### src/rtl/mtm_alu_deserializer_if.sv
// Serial-link bundle between the MTM tester (master) and the ALU input deserializer (slave).
// Also carries the deserializer FSM state so checkers can bind to it.
interface mtm_alu_deserializer_if #(
    parameter int DATA_W = 32
);
    logic              sin;
    logic [DATA_W-1:0] a_out;
    logic [DATA_W-1:0] b_out;
    logic [2:0]        op_out;
    logic              pkt_valid;
    logic              err_valid;
    logic [2:0]        err_flags;
    logic [2:0]        dbg_state;

    // Strobe semantics: pkt_valid / err_valid are single-cycle, mutually exclusive,
    // with no back-pressure; the consumer must take them in the cycle they appear.
    modport master (
        output sin,
        input  a_out, b_out, op_out, pkt_valid, err_valid, err_flags, dbg_state
    );

    modport slave (
        input  sin,
        output a_out, b_out, op_out, pkt_valid, err_valid, err_flags, dbg_state
    );
endinterface

### src/rtl/mtm_alu_deserializer.sv
// MTM ALU serial-link deserializer: recovers 11-bit frames from sin, assembles {B,A,op},
// verifies CRC-4 and opcode, and issues a packet-valid or error strobe to the ALU core.
module mtm_alu_deserializer #(
    parameter int         DATA_W   = 32,
    parameter int         N_FRAMES = 8,
    parameter logic [3:0] CRC_INIT = 4'h0
) (
    input logic                   clk,
    input logic                   rst,
    mtm_alu_deserializer_if.slave bus
);

    localparam int SHIFT_W = 2 * DATA_W;
    localparam int CNT_W   = $clog2(N_FRAMES + 1);
    localparam logic [CNT_W-1:0] CNT_FULL = CNT_W'(N_FRAMES);

    localparam logic [2:0] S_IDLE  = 3'd0;
    localparam logic [2:0] S_TYPE  = 3'd1;
    localparam logic [2:0] S_DATA  = 3'd2;
    localparam logic [2:0] S_STOP  = 3'd3;
    localparam logic [2:0] S_FLUSH = 3'd4;

    localparam logic [2:0] FLAG_DATA = 3'b100;
    localparam logic [2:0] FLAG_CRC  = 3'b010;
    localparam logic [2:0] FLAG_OP   = 3'b001;

    logic [2:0]         r_state;
    logic               r_type;
    logic [2:0]         r_bit_cnt;
    logic [7:0]         r_byte;
    logic [SHIFT_W-1:0] r_shift;
    logic [CNT_W-1:0]   r_cnt;
    logic               r_drop;
    logic [DATA_W-1:0]  r_a;
    logic [DATA_W-1:0]  r_b;
    logic [2:0]         r_op;
    logic               r_pkt_valid;
    logic               r_err_valid;
    logic [2:0]         r_err_flags;

    logic [2:0]         w_op;
    logic [3:0]         w_crc;
    logic               w_crc_ok;
    logic               w_op_ok;
    logic               w_full;

    // Serial CRC-4 (x^4+x+1) unrolled over the whole message; flattens to XOR trees.
    function automatic logic [3:0] crc4(input logic [SHIFT_W+3:0] msg);
        logic [3:0] c;
        logic       fb;
        c = CRC_INIT;
        for (int i = SHIFT_W + 3; i >= 0; i--) begin
            fb = c[3] ^ msg[i];
            c  = {c[2], c[1], c[0] ^ fb, fb};
        end
        return c;
    endfunction

    always_comb begin
        w_op     = r_byte[6:4];
        w_crc    = crc4({r_shift, 1'b1, w_op});
        w_crc_ok = (w_crc == r_byte[3:0]);
        w_op_ok  = (w_op == 3'b000) || (w_op == 3'b001) ||
                   (w_op == 3'b100) || (w_op == 3'b101);
        w_full   = (r_cnt == CNT_FULL);
    end

    always_ff @(posedge clk) begin
        if (rst) begin
            r_state     <= S_IDLE;
            r_type      <= 1'b0;
            r_bit_cnt   <= 3'd0;
            r_byte      <= 8'h00;
            r_shift     <= '0;
            r_cnt       <= '0;
            r_drop      <= 1'b0;
            r_a         <= '0;
            r_b         <= '0;
            r_op        <= 3'b000;
            r_pkt_valid <= 1'b0;
            r_err_valid <= 1'b0;
            r_err_flags <= 3'b000;
        end else begin
            r_pkt_valid <= 1'b0;
            r_err_valid <= 1'b0;
            r_err_flags <= 3'b000;
            case (r_state)
                S_IDLE: begin
                    if (!bus.sin) r_state <= S_TYPE;
                end
                S_TYPE: begin
                    r_type    <= bus.sin;
                    r_bit_cnt <= 3'd0;
                    r_state   <= S_DATA;
                end
                S_DATA: begin
                    r_byte    <= {r_byte[6:0], bus.sin};
                    r_bit_cnt <= r_bit_cnt + 3'd1;
                    if (r_bit_cnt == 3'd7) r_state <= S_STOP;
                end
                S_STOP: begin
                    r_state <= S_IDLE;
                    if (!bus.sin) begin
                        r_err_valid <= 1'b1;
                        r_err_flags <= FLAG_DATA;
                        r_cnt       <= '0;
                        r_state     <= S_FLUSH;
                    end else if (!r_type) begin
                        // While dropping after an overrun, data frames are discarded.
                        if (!r_drop) begin
                            if (w_full) begin
                                r_err_valid <= 1'b1;
                                r_err_flags <= FLAG_DATA;
                                r_cnt       <= '0;
                                r_drop      <= 1'b1;
                            end else begin
                                r_shift <= {r_shift[SHIFT_W-9:0], r_byte};
                                r_cnt   <= r_cnt + 1'b1;
                            end
                        end
                    end else begin
                        r_cnt <= '0;
                        if (r_drop) begin
                            r_drop <= 1'b0;
                        end else if (r_byte[7] || !w_full) begin
                            r_err_valid <= 1'b1;
                            r_err_flags <= FLAG_DATA;
                        end else if (!w_crc_ok) begin
                            r_err_valid <= 1'b1;
                            r_err_flags <= FLAG_CRC;
                        end else if (!w_op_ok) begin
                            r_err_valid <= 1'b1;
                            r_err_flags <= FLAG_OP;
                        end else begin
                            r_pkt_valid <= 1'b1;
                            r_b         <= r_shift[SHIFT_W-1:DATA_W];
                            r_a         <= r_shift[DATA_W-1:0];
                            r_op        <= w_op;
                        end
                    end
                end
                S_FLUSH: begin
                    if (bus.sin) r_state <= S_IDLE;
                end
                default: r_state <= S_IDLE;
            endcase
        end
    end

    assign bus.a_out     = r_a;
    assign bus.b_out     = r_b;
    assign bus.op_out    = r_op;
    assign bus.pkt_valid = r_pkt_valid;
    assign bus.err_valid = r_err_valid;
    assign bus.err_flags = r_err_flags;
    assign bus.dbg_state = r_state;

endmodule

### src/flat_wrapper.sv
// flat-port wrapper written by rule: the top's interface ports become plain ports
module mtm_alu_deserializer_flat 
#(
    parameter int         DATA_W   = 32,
    parameter int         N_FRAMES = 8,
    parameter logic [3:0] CRC_INIT = 4'h0
)
  (clk, rst, bus_sin, bus_a_out, bus_b_out, bus_op_out, bus_pkt_valid, bus_err_valid, bus_err_flags, bus_dbg_state);
  mtm_alu_deserializer_if #(.DATA_W(DATA_W)) bus_i ();
  input logic clk;
  input logic rst;
  input wire logic [$bits(bus_i.sin)-1:0] bus_sin;
  output wire logic [$bits(bus_i.a_out)-1:0] bus_a_out;
  output wire logic [$bits(bus_i.b_out)-1:0] bus_b_out;
  output wire logic [$bits(bus_i.op_out)-1:0] bus_op_out;
  output wire logic [$bits(bus_i.pkt_valid)-1:0] bus_pkt_valid;
  output wire logic [$bits(bus_i.err_valid)-1:0] bus_err_valid;
  output wire logic [$bits(bus_i.err_flags)-1:0] bus_err_flags;
  output wire logic [$bits(bus_i.dbg_state)-1:0] bus_dbg_state;
  assign bus_i.sin = bus_sin;
  assign bus_a_out = bus_i.a_out;
  assign bus_b_out = bus_i.b_out;
  assign bus_op_out = bus_i.op_out;
  assign bus_pkt_valid = bus_i.pkt_valid;
  assign bus_err_valid = bus_i.err_valid;
  assign bus_err_flags = bus_i.err_flags;
  assign bus_dbg_state = bus_i.dbg_state;
  mtm_alu_deserializer #(.DATA_W(DATA_W), .N_FRAMES(N_FRAMES), .CRC_INIT(CRC_INIT)) u_core (.clk(clk), .rst(rst), .bus(bus_i));
endmodule
### config.mk
export PLATFORM = sky130hd
export DESIGN_NAME = mtm_alu_deserializer_flat
export DESIGN_NICKNAME = d
export VERILOG_FILES = /design/src/rtl/mtm_alu_deserializer_if.sv /design/src/rtl/mtm_alu_deserializer.sv /design/src/flat_wrapper.sv
export SDC_FILE = /design/constraint.sdc
export NUM_CORES = 1
export LEC_CHECK = 0
export ABC_AREA = 0
export CELL_PAD_IN_SITES_DETAIL_PLACEMENT = 1
export CELL_PAD_IN_SITES_GLOBAL_PLACEMENT = 1
export CORE_AREA = 2 2 134 136
export CTS_BUF_LIST = sky130_fd_sc_hd__clkbuf_4 sky130_fd_sc_hd__clkbuf_8 sky130_fd_sc_hd__clkbuf_16
export DETAILED_ROUTE_END_ITERATION = 6
export DIE_AREA = 0 0 136 138
export PLACE_DENSITY = 0.82
export SYNTH_ARGS = -nofsm -noshare
export SYNTH_HDL_FRONTEND = slang
export SYNTH_SLANG_ARGS = --single-unit
### constraint.sdc
create_clock -name clk -period 5 [get_ports clk]
set_input_delay 1.5 -clock clk [delete_from_list [all_inputs] [get_ports clk]]
set_output_delay 1.5 -clock clk [all_outputs]
set_load 0.01 [all_outputs]
After elaboration in Yosys (flattened, before gate mapping)

Index checks and enable logic that the tools add are counted.

Multiplexer cells: 29
Eq/ne operators: 14
Bitwise logic cells: 139
Add/sub/neg operators: 2
Reduce and logical (&&, ||, !) cells: 16

Operator list:

| operator                                              | count |
|---|---|
| XOR 1 bit                                             | 131 |
| 2-to-1 mux 3 bit                                      | 11 |
| 2-to-1 mux 4 bit                                      | 4 |
| case mux 3 bit (5 select lines)                       | 1 |
| equality test 3 bit, second input constant            | 4 |
| 2-to-1 mux 1 bit                                      | 12 |
| inverter 1 bit                                        | 8 |
| AND reduction 7 bit                                   | 1 |
| OR reduction 7 bit                                    | 1 |
| equality test 3 x 1 -> 1 bit, second input constant   | 2 |
| equality test 3 x 2 -> 1 bit, second input constant   | 2 |
| zero test 3 bit                                       | 2 |
| case mux 3 bit (2 select lines)                       | 1 |
| AND reduction 5 bit                                   | 1 |
| adder 4 x 1 -> 4 bit, second input constant           | 1 |
| equality test 4 bit                                   | 1 |
| equality test 4 bit, second input constant            | 1 |
| logical OR 1 bit                                      | 4 |
| inequality test 2 bit, second input constant          | 2 |
| AND reduction 2 bit                                   | 2 |
| adder 3 x 1 -> 3 bit, second input constant           | 1 |
| inequality test 3 x 2 -> 1 bit, second input constant | 1 |
| AND reduction 3 bit                                   | 1 |
| OR reduction 3 bit                                    | 1 |
| 4 further kinds                                       | 4 |

Word-level logic and storage cells: 214
Bits in registers: 156
Output and inout bits: 75

Longest topological paths before layout

Depth in word-level cells: 51
Mapped depth: 14

Worst setup path after synthesis

No wires, ideal clock.

Path kind: register -> register
Start: reg u_core.r_shift[56]
End: reg u_core.r_b[23], in the netlist u_core.bus.b_out[23]
Library setup time: 0.132 ns
Path slack: 1.298 ns
Required time: 4.868 ns
Path buffers: 3
Stages on the path, launching flop included: 14
Data arrival time: 3.570 ns
Clock period less this slack: 3.702 ns
Cell sequence: dfxtp_1 xnor3_1 xor2_1 xnor3_1 xnor2_1 xnor3_1 xnor2_1 or3_4 o221a_1 buf_6 buf_6 buf_6 o31ai_2 a21oi_1

Cells in the longest elaborated chain, start to end: 44

RTL lines:

| what                                   | RTL line                    | text |
|---|---|---|
| start, declared                        | mtm_alu_deserializer.sv:31  | `logic [SHIFT_W-1:0] r_shift;` |
| start signal, assigned                 | mtm_alu_deserializer.sv:117 | `r_shift <= {r_shift[SHIFT_W-9:0], r_byte};` |
| XOR 1 bit *                            | mtm_alu_deserializer.sv:53  | `fb = c[3] ^ msg[i];` |
| XOR 1 bit                              | mtm_alu_deserializer.sv:54  | `c = {c[2], c[1], c[0] ^ fb, fb};` |
| XOR 1 bit                              | mtm_alu_deserializer.sv:53  |  |
| XOR 1 bit                              | mtm_alu_deserializer.sv:54  |  |
| XOR 1 bit                              | mtm_alu_deserializer.sv:53  |  |
| XOR 1 bit                              | mtm_alu_deserializer.sv:54  |  |
| XOR 1 bit                              | mtm_alu_deserializer.sv:53  |  |
| XOR 1 bit                              | mtm_alu_deserializer.sv:54  |  |
| (+28 left out)                         | -                           |  |
| XOR 1 bit                              | mtm_alu_deserializer.sv:53  |  |
| XOR 1 bit                              | mtm_alu_deserializer.sv:54  |  |
| inverter 1 bit (no source line)        | -                           |  |
| XOR 1 bit                              | mtm_alu_deserializer.sv:54  |  |
| XOR 1 bit                              | mtm_alu_deserializer.sv:53  |  |
| XOR 1 bit                              | mtm_alu_deserializer.sv:54  |  |
| equality test 4 bit *                  | mtm_alu_deserializer.sv:62  | `w_crc_ok = (w_crc == r_byte[3:0]);` |
| AND reduction 7 bit (no source line) * | -                           |  |
| end signal, assigned                   | mtm_alu_deserializer.sv:136 | `r_b <= r_shift[SHIFT_W-1:DATA_W];` |
| end, declared                          | mtm_alu_deserializer.sv:35  | `logic [DATA_W-1:0] r_b;` |

Every way passes the cells marked *; elsewhere a longest branch is shown, timed or not.
A chain may end at the register's enable or synchronous reset.

Final worst setup path

Start: reg u_core.r_shift[59]
End: reg u_core.r_err_valid, in the netlist u_core.bus.err_valid

Cells in the longest elaborated chain, start to end: 50

RTL lines:

| what                  | RTL line                    | text |
|---|---|---|
| XOR 1 bit *           | mtm_alu_deserializer.sv:53  |  |
| XOR 1 bit             | mtm_alu_deserializer.sv:54  |  |
| XOR 1 bit             | mtm_alu_deserializer.sv:53  |  |
| XOR 1 bit             | mtm_alu_deserializer.sv:54  |  |
| XOR 1 bit             | mtm_alu_deserializer.sv:53  |  |
| XOR 1 bit             | mtm_alu_deserializer.sv:54  |  |
| XOR 1 bit             | mtm_alu_deserializer.sv:53  |  |
| XOR 1 bit             | mtm_alu_deserializer.sv:54  |  |
| (+34 left out)        | -                           |  |
| XOR 1 bit             | mtm_alu_deserializer.sv:53  |  |
| XOR 1 bit             | mtm_alu_deserializer.sv:54  |  |
| equality test 4 bit * | mtm_alu_deserializer.sv:62  |  |
| 2-to-1 mux 1 bit *    | mtm_alu_deserializer.sv:128 | `end else if (!w_crc_ok) begin` |
| 2-to-1 mux 1 bit *    | mtm_alu_deserializer.sv:125 | `end else if (r_byte[7] \|\| !w_full) begin` |
| 2-to-1 mux 1 bit *    | mtm_alu_deserializer.sv:123 | `if (r_drop) begin` |
| 2-to-1 mux 1 bit *    | mtm_alu_deserializer.sv:108 | `end else if (!r_type) begin` |
| 2-to-1 mux 1 bit *    | mtm_alu_deserializer.sv:103 | `if (!bus.sin) begin` |
| end signal, assigned  | mtm_alu_deserializer.sv:104 | `r_err_valid <= 1'b1;` |
| end signal, assigned  | mtm_alu_deserializer.sv:112 | `r_err_valid <= 1'b1;` |
| end signal, assigned  | mtm_alu_deserializer.sv:126 | `r_err_valid <= 1'b1;` |
| end, declared         | mtm_alu_deserializer.sv:38  | `logic r_err_valid;` |

Marked as above.

==> flow_summary_export.csv <==
group,metric,value,unit
clock_tree,cts_setup_buffers,0,
final_layout,syn_to_final_growth,20.1,%
sta,setup_viol,0,
power_and_ir_drop,powerDensity,295,nW/um^2
route,drt-initial-drc-count,411,
run_status,outcome,"finished clean",
logic_synthesis,async_reset_ff_share,0,%
min_path,min_from,"u_core.bus.op_out[1]",
route,vias,6284,
die,dieArea,18800,um^2
placed_design,placed_area,8350,um^2
sta,hold_viol,0,
worst_setup_path,critPathArrivalTime,4.77,ns
power_and_ir_drop,switching_power,0.555,mW
logic_synthesis,synth_fp_nets,838,
placed_design,gp_congestion,0.880,
route,viasPerCell,5.71,
worst_setup_path,end_kind,"register",
sta,drv_slew,0,
sta,fmax,226,MHz
die,die_w,136,um
final_layout,final_cell_count_no_fill,1100,
logic_synthesis,postSynthCellCount,831,
final_layout,n_fill_cell,2007,
clock_tree,insertion_delay,0.44,ns
final_layout,final_cell_mix,"156 x dfxtp_1, 142 x a21oi_1, 134 x nand2_1, 76 x clkdlybuf4s50_1, 66 x o211ai_1",
final_layout,nets,866,
clock_tree,cts_hold_buf,0,
global_route,grt_max_degree,104,
global_route,grt.overflow.total,0,
power_and_ir_drop,clkPwrFrac,50.2,%
route,drc,0,
clock_tree,tritoncts,"done",
sta,grt_setup_unrepaired,"no",
global_route,grtUsageTotal,23.3,%
logic_synthesis,ys_seq_elements,156,
clock_tree,clock_tree.root_cell,"clkbuf_16",
sta,worst_slew_pin_slew,1.11,ns
power_and_ir_drop,vdd_drop_max,249,uV
die,ios,78,
worst_setup_path,r2r-end,"u_core.bus.err_valid",
power_and_ir_drop,p_int,2.08,mW
sta,finalClockSkew,0.00538,ns
logic_synthesis,synth_edf_count,0,
power_and_ir_drop,p_leak,2.89,nW
die,fp.coreArea,17500,um^2
sta,min_period,4.43,ns
final_layout,insertedDiodeCount,0,
placed_design,port_buffers,77,
sta,tns,0,ns
route,routedWlPerCell,19.3,um
worst_setup_path,critical_path.startpoint_type,"register",
clock_tree,cts_buffers,17,
clock_tree,clock_path_buffers,2,
min_path,hold_depth,2,
global_route,antenna_found_initial,0,
route,antenna_left,0,
logic_synthesis,ys.warnings.count,0,
worst_setup_path,worstRegToRegCells,11,
worst_setup_path,reg2reg_from,"u_core.r_shift[59]",
logic_synthesis,avgSynthCellArea,8.98,um^2
power_and_ir_drop,p_comb_share,2.3,%
power_and_ir_drop,power.share.switching,21.0,%
global_route,grt_pass1_vias,6322,
clock_tree,cts.clk_slew.worst_paths,0.06,ns
worst_setup_path,critical_path_class,"register to register",
logic_synthesis,synth_ff_type,"dfxtp_1",
global_route,grt_pass1_wl,34600,um
die,die_h,138,um
clock_tree,cts.sinks,156,
logic_synthesis,ys_types,44,
logic_synthesis,syn-cell-area,7460,um^2
min_path,hp-class,"register to register",
sta,fin_crit_sh,88.5,%
final_layout,finalInstanceArea,8960,um^2
placed_design,place_inst,1069,
die,start_util,42.6,%
die,rows,49,
final_layout,drive_gt1_share,7.92,%
run,cap_violations,0,
min_path,min_delay_worst_endpoint,"u_core.bus.op_out[1]",
worst_setup_path,crit_required,5.35,ns
route,wl,21300,um
final_layout,finish.utilization,51.1,%
final_layout,final_common_cell,"dfxtp_1",
power_and_ir_drop,power.share.sequential,47.5,%
placed_design,hpwl,13900,um
clock_tree,htreeDepth,4,
worst_setup_path,worstPathMaxFanout,40,
route,drt-pass1-iter-count,4,
sta,max_slew_margin,26.3,%
clock_tree,cts_resized,0,
logic_synthesis,ys_seq_area_share,41.8,%
worst_setup_path,rrSetupSlack,0.57,ns
critical path, cell delays in order (launching register included):
cell      delay, ns
dfxtp_1        0.41
xnor3_1        0.39
xor2_1         0.29
xnor3_1        0.52
xnor2_1        0.32
xnor3_1        0.49
xnor2_1        0.22
or3_4          0.20
o221a_2        0.83
buf_12         0.29
o311ai_1       0.12
a211oi_1       0.23
per-layer routing:
metal | vias up | routed length (um) | track usage (%)
met2 | 110 | 10600 | 38.3
met3 | 29 | 606 | 4.14
met5 | - | 0 | 0
met4 | 0 | 397 | 7.46
li1 | 3002 | - | -
met1 | 3143 | 9670 | 30.8
cell type report:
type                    instances  area, um^2  share of cell area (%)
multi-input cells             591        4020                    44.9
flip-flops and latches        156        3120                    34.9
repair buffers                 89         908                    10.1
clock buffers                  25         523                    5.84
well taps                     229         287                    3.20
clock inverters                 6        82.6                   0.922
inverters                       4        15.0                   0.168
worst max path at each step:
stage,start,to,depth (start not counted)
floorplan,u_core.r_shift[56],u_core.bus.b_out[23],13
global placement,u_core.r_shift[56],u_core.bus.err_valid,11
CTS,u_core.r_shift[56],u_core.bus.err_valid,11
finish,u_core.r_shift[59],u_core.bus.err_valid,11
detailed placement,u_core.r_shift[56],u_core.bus.err_valid,11
global route,u_core.r_shift[56],u_core.bus.err_valid,11
power groups by stage:
stage / Combinational (mW) / Sequential (mW) / Clock [mW]
6_report: 0.0611 / 1.25 / 1.32
5_1_grt: 0.0673 / 1.25 / 1.40
4_1_cts: 0.0618 / 1.25 / 1.34
3_5_place_dp: 0.0617 / 1.28 / 0
3_3_place_gp: 0.0605 / 1.28 / 0
2_1_floorplan: 0.0480 / 1.28 / 0
stage by stage:
stage	hold slack (ns)	power, mW	worst slack, ns
2_1_floorplan	0.441	1.33	1.30
3_3_place_gp	0.450	1.34	0.788
3_5_place_dp	0.441	1.34	0.628
4_1_cts	0.453	2.65	0.602
5_1_grt	0.487	2.72	0.388
6_report	0.453	2.64	0.573
sequential cells by signal, indices dropped and copies added, names as in the netlist:
signal                cells
u_core.r_shift           64
u_core.bus.a_out         32
u_core.bus.b_out         32
u_core.r_byte             8
u_core.r_cnt              4
u_core.bus.dbg_state      3
u_core.bus.err_flags      3
u_core.bus.op_out         3
u_core.r_bit_cnt          3
u_core.bus.err_valid      1
u_core.bus.pkt_valid      1
u_core.r_drop             1
u_core.r_type             1
cells in the mapped netlist, types with 2 or more instances:
library cell / instances / area [um^2]
xnor2_1: 57 / 499
buf_6: 4 / 45.0
o211ai_1: 66 / 495
nand2_1: 135 / 507
nor4_1: 2 / 12.5
nor2b_1: 3 / 18.8
xnor2_2: 3 / 48.8
buf_1: 7 / 26.3
inv_1: 4 / 15.0
nand3b_1: 2 / 15.0
nand2b_1: 4 / 25.0
buf_2: 7 / 35.0
dfxtp_1: 156 / 3120
xor2_1: 13 / 114
o221a_1: 2 / 22.5
o31ai_1: 57 / 428
o21ai_0: 2 / 10.0
ha_1: 4 / 50.1
clkbuf_1: 61 / 229
a21oi_1: 144 / 721
nor2_1: 30 / 113
mux2i_1: 9 / 90.1
or2_2: 2 / 12.5
nand3_1: 5 / 25.0
nor3_1: 5 / 25.0
xnor3_1: 21 / 473
o31ai_2: 9 / 113
cell families after synthesis:
kind of cell / Yosys count / synth area share (%)
DFF: 156 / 41.8
and+or+nand+nor: 194 / 10.8
adders and majority gates: 4 / 0.671
buffers and inverters: 84 / 4.79
muxes: 10 / 1.36
AOI/OAI and AO/OA: 287 / 24.7
xor gates and xnor gates: 96 / 15.8
(Power assumes the default switching activity.)
